===== config.mk =====
export PLATFORM = sky130hd
export DESIGN_NAME = scalar_to_bus_packer_flat
export DESIGN_NICKNAME = d
export VERILOG_FILES = /design/src/rtl/scalar_bus_pkg.sv /design/src/rtl/scalar_to_bus_packer_if.sv /design/src/rtl/scalar_to_bus_packer.sv /design/src/flat_wrapper.sv
export SDC_FILE = /design/constraint.sdc
export NUM_CORES = 1
export LEC_CHECK = 0
export CORE_ASPECT_RATIO = 0.6
export CORE_MARGIN = 5
export CORE_UTILIZATION = 43
export CTS_BUF_LIST = sky130_fd_sc_hd__clkbuf_4
export DETAILED_ROUTE_END_ITERATION = 10
export PLACE_DENSITY = 0.68
export SYNTH_ARGS = -nofsm -noshare
export SYNTH_HDL_FRONTEND = slang
export SYNTH_SLANG_ARGS = --single-unit

===== constraint.sdc =====
create_clock -name clk -period 3.6 [get_ports clk]
set_input_delay 0.72 -clock clk [delete_from_list [all_inputs] [get_ports clk]]
set_output_delay 0.72 -clock clk [all_outputs]
set_load 0.005 [all_outputs]

===== src/rtl/scalar_bus_pkg.sv =====
// Shared types and helpers for the scalar <-> bus bit packer/splitter pair.
// Both directions agree on bit placement through bit_pos().
package scalar_bus_pkg;

  localparam int DEFAULT_WIDTH = 8;

  typedef enum logic {
    FILL = 1'b0,
    HOLD = 1'b1
  } packer_state_t;

  // Bus position of the idx-th serial bit.
  function automatic int bit_pos(input int idx, input int width, input bit lsb_first);
    return lsb_first ? idx : (width - 1 - idx);
  endfunction

endpackage


===== src/rtl/scalar_to_bus_packer_if.sv =====
// Handshake bundle for the packer: scalar bit stream in, assembled bus word out.
// The slave modport is the packer's view; master is the surrounding source/sink.
interface scalar_to_bus_packer_if #(
  parameter int WIDTH = scalar_bus_pkg::DEFAULT_WIDTH
);
  localparam int CNT_W = $clog2(WIDTH + 1);

  logic             in_valid;
  logic             in_ready;
  logic             in_bit;
  logic             in_last;
  logic             out_valid;
  logic             out_ready;
  logic [WIDTH-1:0] out_bus;
  logic [CNT_W-1:0] out_count;

  modport slave (
    input  in_valid, in_bit, in_last, out_ready,
    output in_ready, out_valid, out_bus, out_count
  );

  modport master (
    output in_valid, in_bit, in_last, out_ready,
    input  in_ready, out_valid, out_bus, out_count
  );

endinterface


===== src/rtl/scalar_to_bus_packer.sv =====
// Collects single serial bits into a WIDTH-bit word, with early close on in_last
// (unwritten positions stay zero) and a count of the bits actually received.
//
// state | meaning
// ------+-----------------------------------------------------------------
// FILL  | accepting bits; each transfer writes one bus position
// HOLD  | word complete; out_bus/out_count frozen until the sink takes them
module scalar_to_bus_packer
  import scalar_bus_pkg::*;
#(
  parameter int WIDTH     = DEFAULT_WIDTH,
  parameter bit LSB_FIRST = 1'b1
) (
  input  logic                   clk,
  input  logic                   rst_n,
  scalar_to_bus_packer_if.slave  bus
);

  localparam int CNT_W = $clog2(WIDTH + 1);
  localparam int IDX_W = $clog2(WIDTH);
  localparam logic [IDX_W-1:0] LAST_IDX = IDX_W'(WIDTH - 1);

  packer_state_t    state;
  logic [IDX_W-1:0] idx;
  logic [IDX_W-1:0] wr_pos;
  logic [WIDTH-1:0] sreg;
  logic [CNT_W-1:0] count_q;
  logic             in_ready_q;
  logic             out_valid_q;
  logic             in_xfer;
  logic             out_xfer;
  logic             word_done;

  assign wr_pos    = IDX_W'(bit_pos(int'(idx), WIDTH, LSB_FIRST));
  assign in_xfer   = bus.in_valid & in_ready_q;
  assign out_xfer  = out_valid_q & bus.out_ready;
  assign word_done = bus.in_last | (idx == LAST_IDX);

  // in_ready comes up on the first edge after reset release, not during reset.
  always_ff @(posedge clk or negedge rst_n) begin
    if (!rst_n) begin
      state       <= FILL;
      idx         <= '0;
      sreg        <= '0;
      count_q     <= '0;
      in_ready_q  <= 1'b0;
      out_valid_q <= 1'b0;
    end else begin
      case (state)
        FILL: begin
          in_ready_q <= 1'b1;
          if (in_xfer) begin
            sreg[wr_pos] <= bus.in_bit;
            if (word_done) begin
              state       <= HOLD;
              count_q     <= CNT_W'(idx) + CNT_W'(1);
              in_ready_q  <= 1'b0;
              out_valid_q <= 1'b1;
            end else begin
              idx <= idx + IDX_W'(1);
            end
          end
        end
        HOLD: begin
          // Clearing here is what makes early-closed words zero padded.
          if (out_xfer) begin
            state       <= FILL;
            idx         <= '0;
            sreg        <= '0;
            count_q     <= '0;
            in_ready_q  <= 1'b1;
            out_valid_q <= 1'b0;
          end
        end
        default: begin
          state       <= FILL;
          idx         <= '0;
          sreg        <= '0;
          count_q     <= '0;
          in_ready_q  <= 1'b0;
          out_valid_q <= 1'b0;
        end
      endcase
    end
  end

  assign bus.in_ready  = in_ready_q;
  assign bus.out_valid = out_valid_q;
  assign bus.out_bus   = sreg;
  assign bus.out_count = count_q;

endmodule


===== src/flat_wrapper.sv =====
// flat-port wrapper written by rule: the top's interface ports become plain ports
module scalar_to_bus_packer_flat import scalar_bus_pkg::*;
#(
  parameter int WIDTH     = DEFAULT_WIDTH,
  parameter bit LSB_FIRST = 1'b1
)
  (clk, rst_n, bus_in_valid, bus_in_bit, bus_in_last, bus_out_ready, bus_in_ready, bus_out_valid, bus_out_bus, bus_out_count);
  scalar_to_bus_packer_if #(.WIDTH(WIDTH)) bus_i ();
  input  logic clk;
  input  logic rst_n;
  input wire logic [$bits(bus_i.in_valid)-1:0] bus_in_valid;
  input wire logic [$bits(bus_i.in_bit)-1:0] bus_in_bit;
  input wire logic [$bits(bus_i.in_last)-1:0] bus_in_last;
  input wire logic [$bits(bus_i.out_ready)-1:0] bus_out_ready;
  output wire logic [$bits(bus_i.in_ready)-1:0] bus_in_ready;
  output wire logic [$bits(bus_i.out_valid)-1:0] bus_out_valid;
  output wire logic [$bits(bus_i.out_bus)-1:0] bus_out_bus;
  output wire logic [$bits(bus_i.out_count)-1:0] bus_out_count;
  assign bus_i.in_valid = bus_in_valid;
  assign bus_i.in_bit = bus_in_bit;
  assign bus_i.in_last = bus_in_last;
  assign bus_i.out_ready = bus_out_ready;
  assign bus_in_ready = bus_i.in_ready;
  assign bus_out_valid = bus_i.out_valid;
  assign bus_out_bus = bus_i.out_bus;
  assign bus_out_count = bus_i.out_count;
  scalar_to_bus_packer #(.WIDTH(WIDTH), .LSB_FIRST(LSB_FIRST)) u_core (.clk(clk), .rst_n(rst_n), .bus(bus_i));
endmodule

==> results.sh, run 1 <==
export IMPL_num_fill_cells=192
export IMPL_post_dp_hpwl_mm=1.43
export IMPL_grt_max_degree=19
export IMPL_pwr_share_clk_pct=32.4
export IMPL_finish_instance_area_um2=1190
export IMPL_place_gp_congestion=0.728
export IMPL_muxShareOfSynthArea_pct=9.44
export IMPL_combPwrFrac_pct=5.5
export IMPL_grt_ovfl_total=0
export IMPL_dpl_cell_area_um2=1160
export IMPL_cp_num_buf_inv=1
export IMPL_p_leak_nw=0.501
export IMPL_seq_area_um2=450
export IMPL_die_w_um=70.8
export IMPL_synth_seq_area_share_pct=47.2
export IMPL_syn_inst=82
export IMPL_netlist_top_cell_by_area="dfrtp_1"
export IMPL_cap_violations=0
export IMPL_ys_warn_count=0
export IMPL_yosys_area_share_simple_pct=20.6
export IMPL_synthToLayoutAreaGrowth_pct=24.6
export IMPL_vias_per_cell=5.49
export IMPL_synth_area_leaders="dfrtp_1 (47%), mux2i_1 (9.4%), nand2_1 (5.5%), nor4b_4 (5.0%), o311ai_1 (2.8%)"
export IMPL_fmax_mhz=476
export IMPL_required_ns=2.88
export IMPL_arrival_ns=1.38
export IMPL_clockRootBuffer="clkbuf_4"
export IMPL_antenna_cells=0
export IMPL_max_slew_margin_rel_pct=44.8
export IMPL_synth_top_family_by_area="simple AND/OR/NAND/NOR gates"
export IMPL_grt_setup_unrepaired="no"
export IMPL_critPathCaptureType="output pin"
export IMPL_skew_ns=0.00350
export IMPL_cts_setup_buffers=0
export IMPL_setup_viol=0
export IMPL_netlist_area_um2=955
export IMPL_syn_area_per_cell_um2=11.6
export IMPL_internal_power_mw=0.250
export IMPL_nNetsFinal=110
export IMPL_critPathTopFamily="buffers and inverters"
export IMPL_p_switching_mw=0.0751
export IMPL_grt_util_all_layers_pct=13.2
export IMPL_grt_first_pass_wirelength_mm=3.21
export IMPL_final_period_utilization_pct=58.4
export IMPL_worstSetupPathType="flop to output pin"
export IMPL_synthAdderAreaFrac_pct=2.62
export IMPL_antenna_found_initial=0
export IMPL_slowest_delay_ns=0.56
export IMPL_tightest_slew_ns=0.825
export IMPL_synthXorXnorAreaFrac_pct=0.917
export IMPL_core_um2=2150
export IMPL_seqPwrFrac_pct=62.1
export IMPL_route_detailed_drc=0
export IMPL_critical_path_slowest_cell="clkdlybuf4s50_1"
export IMPL_die_h_um=46.5
export IMPL_drt_iter0_drc=42
export IMPL_drive_gt1_share_pct=11.9
export IMPL_ys_types=29
export IMPL_dieArea_um2=3290
export IMPL_firstDrtPassIters=4
export IMPL_multi_input_area_um2=474
export IMPL_period_needed_ns=2.10
export IMPL_port_buffers=19
export IMPL_postRouteWirelength_mm=1.96
export IMPL_hold_viol_final=0
export IMPL_h_tree_depth=1
export IMPL_crit_chain="clkdlybuf4s50_1"
export IMPL_rows=13
export IMPL_clockBufferDepth=2
export IMPL_syn_num_nets=90
export IMPL_ys_ff_latch=18
export IMPL_finalSetupTns_ns=0
export IMPL_hold_buffers=0
export IMPL_cp_start_kind="flop"
export IMPL_clk_pin_slew_ns=0.10
export IMPL_drv_slew=0
export IMPL_ir_drop_mv=0.187
export IMPL_hold_class="flop to flop"
export IMPL_start_util_pct=44.5
export IMPL_cts_tree="done"
export IMPL_ios=20
export IMPL_avgRoutedWirePerCell_um=14.9
export IMPL_cts_made_buffers=3
export IMPL_swShare_pct=23.1
export IMPL_ant_nets=0
export IMPL_clock_latency_ns=0.30
export IMPL_grt_pass1_vias=672
export IMPL_vias=719
export IMPL_synth_compound_area_share_pct=16.1
export IMPL_power_density_nw_per_um2=274
export IMPL_status="finished, final reports clean"
export IMPL_critPathMaxFanout=6
export IMPL_cts_resized_gates=0
export IMPL_synth_top_cell_area_share_pct=47.2
export IMPL_cts_sinks=18
==> per-layer routing <==
layer  wire length (um)  global-route usage, %
met2                869                   20.1
met4                 36                   6.74
met1                970                   16.6
met3                 80                   5.01
met5                  0                      0
==> final timing paths <==
check	startpoint	to	slack, ns	depth (start not counted)
setup reg to reg	u_core.idx[0]	u_core.bus.out_count[2]	1.67	5
max in group asynchronous	rst_n	u_core.bus.out_bus[0]	2.21	1
hold reg to reg	u_core.bus.out_count[1]	u_core.bus.out_count[1]	0.52	2
min in group asynchronous	rst_n	u_core.bus.out_count[1]	0.88	1
setup / recovery	u_core.bus.in_ready	bus_in_ready	1.50	1
hold / removal	u_core.bus.out_count[1]	u_core.bus.out_count[1]	0.52	2
==> synth_stat cells (all sizes together) <==
library cell / count
nor4b: 2
inv: 3
clkbuf: 1
ha: 2
nor3b: 1
and4bb: 1
xnor2: 1
o21ai: 6
a21o: 1
nor2: 1
buf: 3
o311ai: 4
a21boi: 2
nor4: 1
nand3b: 1
nand3: 2
and3: 1
o211ai: 2
o41ai: 3
mux2i: 9
a21oi: 1
nand4b: 1
o31ai: 1
dfrtp: 18
nand2: 14
==> power by group through the flow <==
stage,sequential [mW],clock [mW],combinational [mW]
global placement,0.206,0,0.0178
CTS,0.202,0.111,0.0183
floorplan,0.206,0,0.00592
global route,0.202,0.115,0.0196
detailed placement,0.206,0,0.0182
finish,0.202,0.106,0.0178
==> layout by cell type (no fill, tap or decap), types with 2 or more instances in the layout <==
| cell | count |
|---|---|
| clkbuf_4 | 3 |
| nand3_1 | 2 |
| o311ai_1 | 3 |
| o21ai_0 | 3 |
| mux2i_1 | 9 |
| dfrtp_1 | 18 |
| nor4b_4 | 2 |
| o41ai_1 | 3 |
| inv_1 | 3 |
| clkdlybuf4s50_1 | 19 |
| ha_1 | 2 |
| o21ai_1 | 3 |
| nand2_1 | 14 |
==> final cells by class <==
type | count | share of cell area (%)
well taps | 30 | 3.15
multi-input cells | 57 | 39.9
clock inverters | 1 | 0.315
clock buffers | 3 | 1.89
flip-flops and latches | 18 | 37.9
repair buffers | 19 | 16.0
inverters | 3 | 0.946
==> cells by family (layout without fill, tap and decap cells) <==
group           after synthesis  after routing
xor+xnor                      1              1
simple gates                 25             25
fa+ha+maj                     2              2
buf+inv                       7             26
flops                        18             18
mux                           9              9
compound gates               20             20
==> registers in the layout, summed over array words and instances, names as in the netlist <==
signal                count
u_core.bus.out_bus        8
u_core.bus.out_valid      1
u_core.state              1
u_core.bus.in_ready       1
u_core.bus.out_count      4
u_core.idx                3
==> metrics by stage <==
stage	cells	utilization, %	hold slack (ns)	power (mW)	setup WS [ns]
after floorplan	82	-	0.424	0.212	2.12
after global placement	127	54.2	0.490	0.224	1.55
after detailed placement	127	54.2	0.502	0.224	1.52
after CTS	131	55.4	0.527	0.331	1.48
after global routing	131	55.4	0.554	0.337	1.44
final	131	55.4	0.515	0.325	1.50
Power figures use the tool's default switching activity.
==> inputs of run 2 (changes only) <==
clock period = 2.2 ns   (was 3.6 ns; I/O delays follow)
==> run 2 against run 1 <==
Compared with the run above: final cell count is 3.1% higher; sequential share of layout area is 1.0 points lower; sequential cell count stayed put; core utilization is 1.6 points higher; setup slack worse by 1.1 ns; wire length is 0.15% higher; global-route usage is 1.1 points higher; design area is 2.8% higher; total power is 62% higher; critical path type unchanged; largest cell class unchanged.
==> results.sh, run 2 (same netlist as run 1, synthesis figures left out) <==
export IMPL_cts_made_buffers=3
export IMPL_crit_chain="clkdlybuf4s50_1"
export IMPL_dp_cells=132
export IMPL_num_fill_cells=189
export IMPL_vias_per_cell=5.27
export IMPL_vias=712
export IMPL_clockBufferDepth=2
export IMPL_power_density_nw_per_um2=430
export IMPL_grt_setup_unrepaired="no"
export IMPL_r2r_start="u_core.idx[0]"
export IMPL_r2r_slack_ns=0.55
export IMPL_antenna_cells=0
export IMPL_setup_viol=0
export IMPL_cp_num_buf_inv=1
export IMPL_post_dp_hpwl_mm=1.43
export IMPL_dieArea_um2=3290
export IMPL_critPathTopFamily="buffers and inverters"
export IMPL_arrival_ns=1.37
export IMPL_p_switching_mw=0.117
export IMPL_finalNonFillerCells=135
export IMPL_drive_gt1_share_pct=16.2
export IMPL_synthToLayoutAreaGrowth_pct=28.2
export IMPL_max_slew_margin_rel_pct=72.1
export IMPL_hold_viol_final=0
export IMPL_cap_violations=0
export IMPL_clk_pin_slew_ns=0.10
export IMPL_critical_path_slowest_cell="clkdlybuf4s50_1"
export IMPL_slowest_delay_ns=0.56
export IMPL_h_tree_depth=1
export IMPL_swShare_pct=22.3
export IMPL_cts_resized_gates=0
export IMPL_cp_start_kind="flop"
export IMPL_ios=20
export IMPL_start_util_pct=44.5
export IMPL_clockRootBuffer="clkbuf_4"
export IMPL_r2r_end="u_core.bus.out_count[3]"
export IMPL_antenna_found_initial=0
export IMPL_grt_util_all_layers_pct=14.3
export IMPL_final_common_cell="clkdlybuf4s50_1"
export IMPL_combPwrFrac_pct=5.8
export IMPL_grt_ovfl_total=0
export IMPL_cts_setup_buffers=0
export IMPL_core_um2=2150
export IMPL_p_leak_nw=0.525
export IMPL_cts_sinks=18
export IMPL_clock_latency_ns=0.29
export IMPL_seqPwrFrac_pct=62.9
export IMPL_critPathCaptureType="output pin"
export IMPL_cts_tree="done"
export IMPL_ant_nets=0
export IMPL_port_buffers=19
export IMPL_grt_pass1_vias=721
export IMPL_tightest_slew_ns=0.418
export IMPL_rows=13
export IMPL_required_ns=1.76
export IMPL_ir_drop_mv=0.285
export IMPL_drt_iter0_drc=39
export IMPL_final_period_utilization_pct=82.1
export IMPL_final_cell_mix="clkdlybuf4s50_1 (19), dfrtp_1 (18), nand2_1 (14)"
export IMPL_nNetsFinal=115
export IMPL_internal_power_mw=0.408
export IMPL_period_needed_ns=1.81
export IMPL_grt_first_pass_wirelength_mm=3.52
export IMPL_fmax_mhz=554
export IMPL_status="finished, final reports clean"
export IMPL_multi_input_area_um2=474
export IMPL_skew_ns=0.00422
export IMPL_hold_class="primary input to asynchronous set/reset pin"
export IMPL_place_gp_congestion=0.777
export IMPL_postRouteWirelength_mm=1.96
export IMPL_largest_reg_flops=8
export IMPL_reg2regPathDepth=5
export IMPL_avgRoutedWirePerCell_um=14.5
export IMPL_seq_area_um2=450
export IMPL_worstSetupPathType="flop to output pin"
export IMPL_pwr_share_clk_pct=31.3
export IMPL_hold_buffers=0
export IMPL_die_w_um=70.8
export IMPL_critPathMaxFanout=6
export IMPL_route_detailed_drc=0
export IMPL_firstDrtPassIters=4
export IMPL_die_h_um=46.5
export IMPL_grt_max_degree=19
export IMPL_finalSetupTns_ns=0
export IMPL_drv_slew=0
==> run 2: cell count changes in the layout (fill, tap and decap cells not counted), sizes merged <==
| cell | change |
|---|---|
| buf | +5 |
| clkinv | -1 |
==> run 2: final cells by class <==
cell class	count	area share, %
flip-flops and latches	18	36.8
inverters	3	0.920
multi-input cells	57	38.8
repair buffers	24	18.6
clock buffers	3	1.84
well taps	30	3.07
==> run 2: power groups by stage <==
stage	Combinational (mW)	Sequential [mW]	Clock, mW
3_3_place_gp	0.0305	0.337	0
4_1_cts	0.0311	0.331	0.172
6_report	0.0303	0.331	0.165
2_1_floorplan	0.00969	0.337	0
5_1_grt	0.0342	0.331	0.185
3_5_place_dp	0.0310	0.337	0
==> run 2: how the worst max path moves through the flow <==
stage | endpoint | start | slack (ns) | cells past startpoint
6_report | bus_in_ready | u_core.bus.in_ready | 0.39 | 1
4_1_cts | bus_in_ready | u_core.bus.in_ready | 0.37 | 1
3_3_place_gp | u_core.bus.out_bus[1] | bus_in_valid | 0.44 | 4
3_5_place_dp | u_core.bus.out_bus[2] | bus_in_valid | 0.40 | 4
2_1_floorplan | u_core.bus.out_count[1] | u_core.idx[0] | 0.72 | 5
5_1_grt | bus_in_ready | u_core.bus.in_ready | 0.31 | 1
==> run 2: layer usage <==
layer	vias up	track usage, %	share of wire, %	wire [um]
li1	354	-	-	-
met1	346	19.5	53	1030
met2	10	20.4	42	827
met3	2	5.88	4.1	80
met4	0	4.87	0.97	19
met5	-	0	0	0
==> run 2: metrics by stage <==
stage	worst slack [ns]	power (mW)	utilization, %	area [um^2]	hold WS, ns
3_3_place_gp	0.440	0.368	55.9	1200	0.490
6_report	0.393	0.526	57.0	1220	0.465
2_1_floorplan	0.717	0.347	-	955	0.144
4_1_cts	0.370	0.533	57.0	1220	0.464
3_5_place_dp	0.402	0.368	55.9	1200	0.497
5_1_grt	0.310	0.549	57.0	1220	0.494
==> inputs of run 3 (changes only) <==
clock period = 1.8 ns   (was 2.2 ns; I/O delays follow)
==> run 3 against run 2 <==
Compared with the run above: setup slack worse by 0.24 ns; clock power up 26%; clock skew grew 0.0034 ns; via count down 1.7%; largest cell class unchanged; highest routed layer unchanged; first-iteration DRC count is 5.1% higher; largest power group unchanged.
==> results.sh, run 3 (same netlist as run 1, synthesis figures left out) <==
export IMPL_ios=20
export IMPL_clockBufferDepth=2
export IMPL_worstSetupPathType="flop to output pin"
export IMPL_grt_max_degree=19
export IMPL_vias_per_cell=5.15
export IMPL_grt_setup_unrepaired="no"
export IMPL_vias=700
export IMPL_drive_gt1_share_pct=17.0
export IMPL_postRouteWirelength_mm=1.87
export IMPL_pwr_share_clk_pct=32.1
export IMPL_antenna_cells=0
export IMPL_final_cell_mix="clkdlybuf4s50_1 (19), dfrtp_1 (17), nand2_1 (14)"
export IMPL_p_switching_mw=0.147
export IMPL_route_detailed_drc=0
export IMPL_port_buffers=19
export IMPL_skew_ns=0.00765
export IMPL_rows=13
export IMPL_slowest_delay_ns=0.53
export IMPL_final_period_utilization_pct=91.2
export IMPL_cap_violations=0
export IMPL_hold_class="primary input to asynchronous set/reset pin"
export IMPL_grt_ovfl_total=0
export IMPL_drt_iter0_drc=41
export IMPL_swShare_pct=22.7
export IMPL_core_um2=2150
export IMPL_met1_usage_pct=17.0
export IMPL_dieArea_um2=3290
export IMPL_antenna_found_initial=0
export IMPL_power_mw=0.649
export IMPL_ir_drop_mv=0.312
export IMPL_hold_viol_final=0
export IMPL_required_ns=1.44
export IMPL_firstDrtPassIters=4
export IMPL_die_h_um=46.5
export IMPL_combPwrFrac_pct=5.7
export IMPL_cp_num_buf_inv=1
export IMPL_cts_setup_buffers=0
export IMPL_use_met2_pct=19.0
export IMPL_seqPwrFrac_pct=62.3
export IMPL_largest_reg_flops=8
export IMPL_r2r_slack_ns=0.16
export IMPL_internal_power_mw=0.502
export IMPL_start_util_pct=44.5
export IMPL_final_common_cell="clkdlybuf4s50_1"
export IMPL_cts_tree="done"
export IMPL_place_gp_congestion=0.782
export IMPL_ant_nets=0
export IMPL_num_fill_cells=184
export IMPL_grt_busiest_layer="met2"
export IMPL_max_slew_margin_rel_pct=72.5
export IMPL_tightest_slew_ns=0.411
export IMPL_cp_start_kind="flop"
export IMPL_power_density_nw_per_um2=528
export IMPL_whs_ns=0.386
export IMPL_h_tree_depth=1
export IMPL_arrival_ns=1.28
export IMPL_crit_chain="clkdlybuf4s50_1"
export IMPL_avgRoutedWirePerCell_um=13.7
export IMPL_grt_pass1_vias=676
export IMPL_period_needed_ns=1.64
export IMPL_drv_slew=0
export IMPL_grt_first_pass_wirelength_mm=3.14
export IMPL_post_dp_hpwl_mm=1.37
export IMPL_clk_pin_slew_ns=0.11
export IMPL_critical_path_slowest_cell="clkdlybuf4s50_1"
export IMPL_finalSetupTns_ns=0
export IMPL_grt_util_all_layers_pct=12.9
export IMPL_clockRootBuffer="clkbuf_4"
export IMPL_nNetsFinal=115
export IMPL_clock_latency_ns=0.30
export IMPL_grtUsageMet3_pct=5.66
export IMPL_p_leak_nw=0.526
export IMPL_setup_viol=0
export IMPL_fmax_mhz=609
export IMPL_cts_made_buffers=3
export IMPL_critPathCaptureType="output pin"
export IMPL_status="finished, final reports clean"
export IMPL_synthToLayoutAreaGrowth_pct=28.7
export IMPL_die_w_um=70.8
export IMPL_critPathMaxFanout=6
export IMPL_critPathTopFamily="buffers and inverters"
export IMPL_cts_sinks=18
## run 3: per-layer routing
metal,share of wire (%),wire [um]
met3,6.3,118
met2,43,798
met1,50,940
met5,0,0
met4,0.54,10
## run 3: power groups by stage
stage | Combinational, mW | Sequential (mW) | Clock (mW)
global placement | 0.0373 | 0.412 | 0
floorplan | 0.0118 | 0.412 | 0
detailed placement | 0.0375 | 0.412 | 0
global route | 0.0412 | 0.404 | 0.240
CTS | 0.0376 | 0.404 | 0.219
finish | 0.0369 | 0.404 | 0.208
## run 3: path summary, 6_finish.rpt
kind,from,to,cells after the start
setup / recovery,u_core.bus.in_ready,bus_in_ready,1
hold / removal,rst_n,u_core.idx[1],2
setup reg to reg,u_core.idx[0],u_core.bus.out_count[1],5
hold reg to reg,u_core.bus.out_count[2],u_core.bus.out_count[2],2
max in group asynchronous,rst_n,u_core.bus.in_ready,2
min in group clk,u_core.bus.out_count[2],u_core.bus.out_count[2],2
## run 3: repair_timing
item | CTS | global route
hold buffers | 0 | 0
resized for setup | 0 | 1
setup endpoints to repair | 0 | 1
## run 3: final cells by class
class,count,area (um^2),area share [%]
Timing Repair Buffer,24,228,18.5
Clock buffer,3,22.5,1.83
Inverter,3,11.3,0.916
Sequential cell,18,452,36.8
Multi-Input combinational cell,57,474,38.6
Tap cell,30,37.5,3.05
Clock inverter,1,3.75,0.305
## run 3: per-stage QoR
stage	cell area, um^2	cells	utilization, %	setup slack, ns
floorplan	955	82	-	0.317
global placement	1200	132	55.9	0.120
detailed placement	1200	132	55.9	0.0965
CTS	1230	136	57.2	0.0452
global route	1230	136	57.2	0.0443
finish	1230	136	57.2	0.158
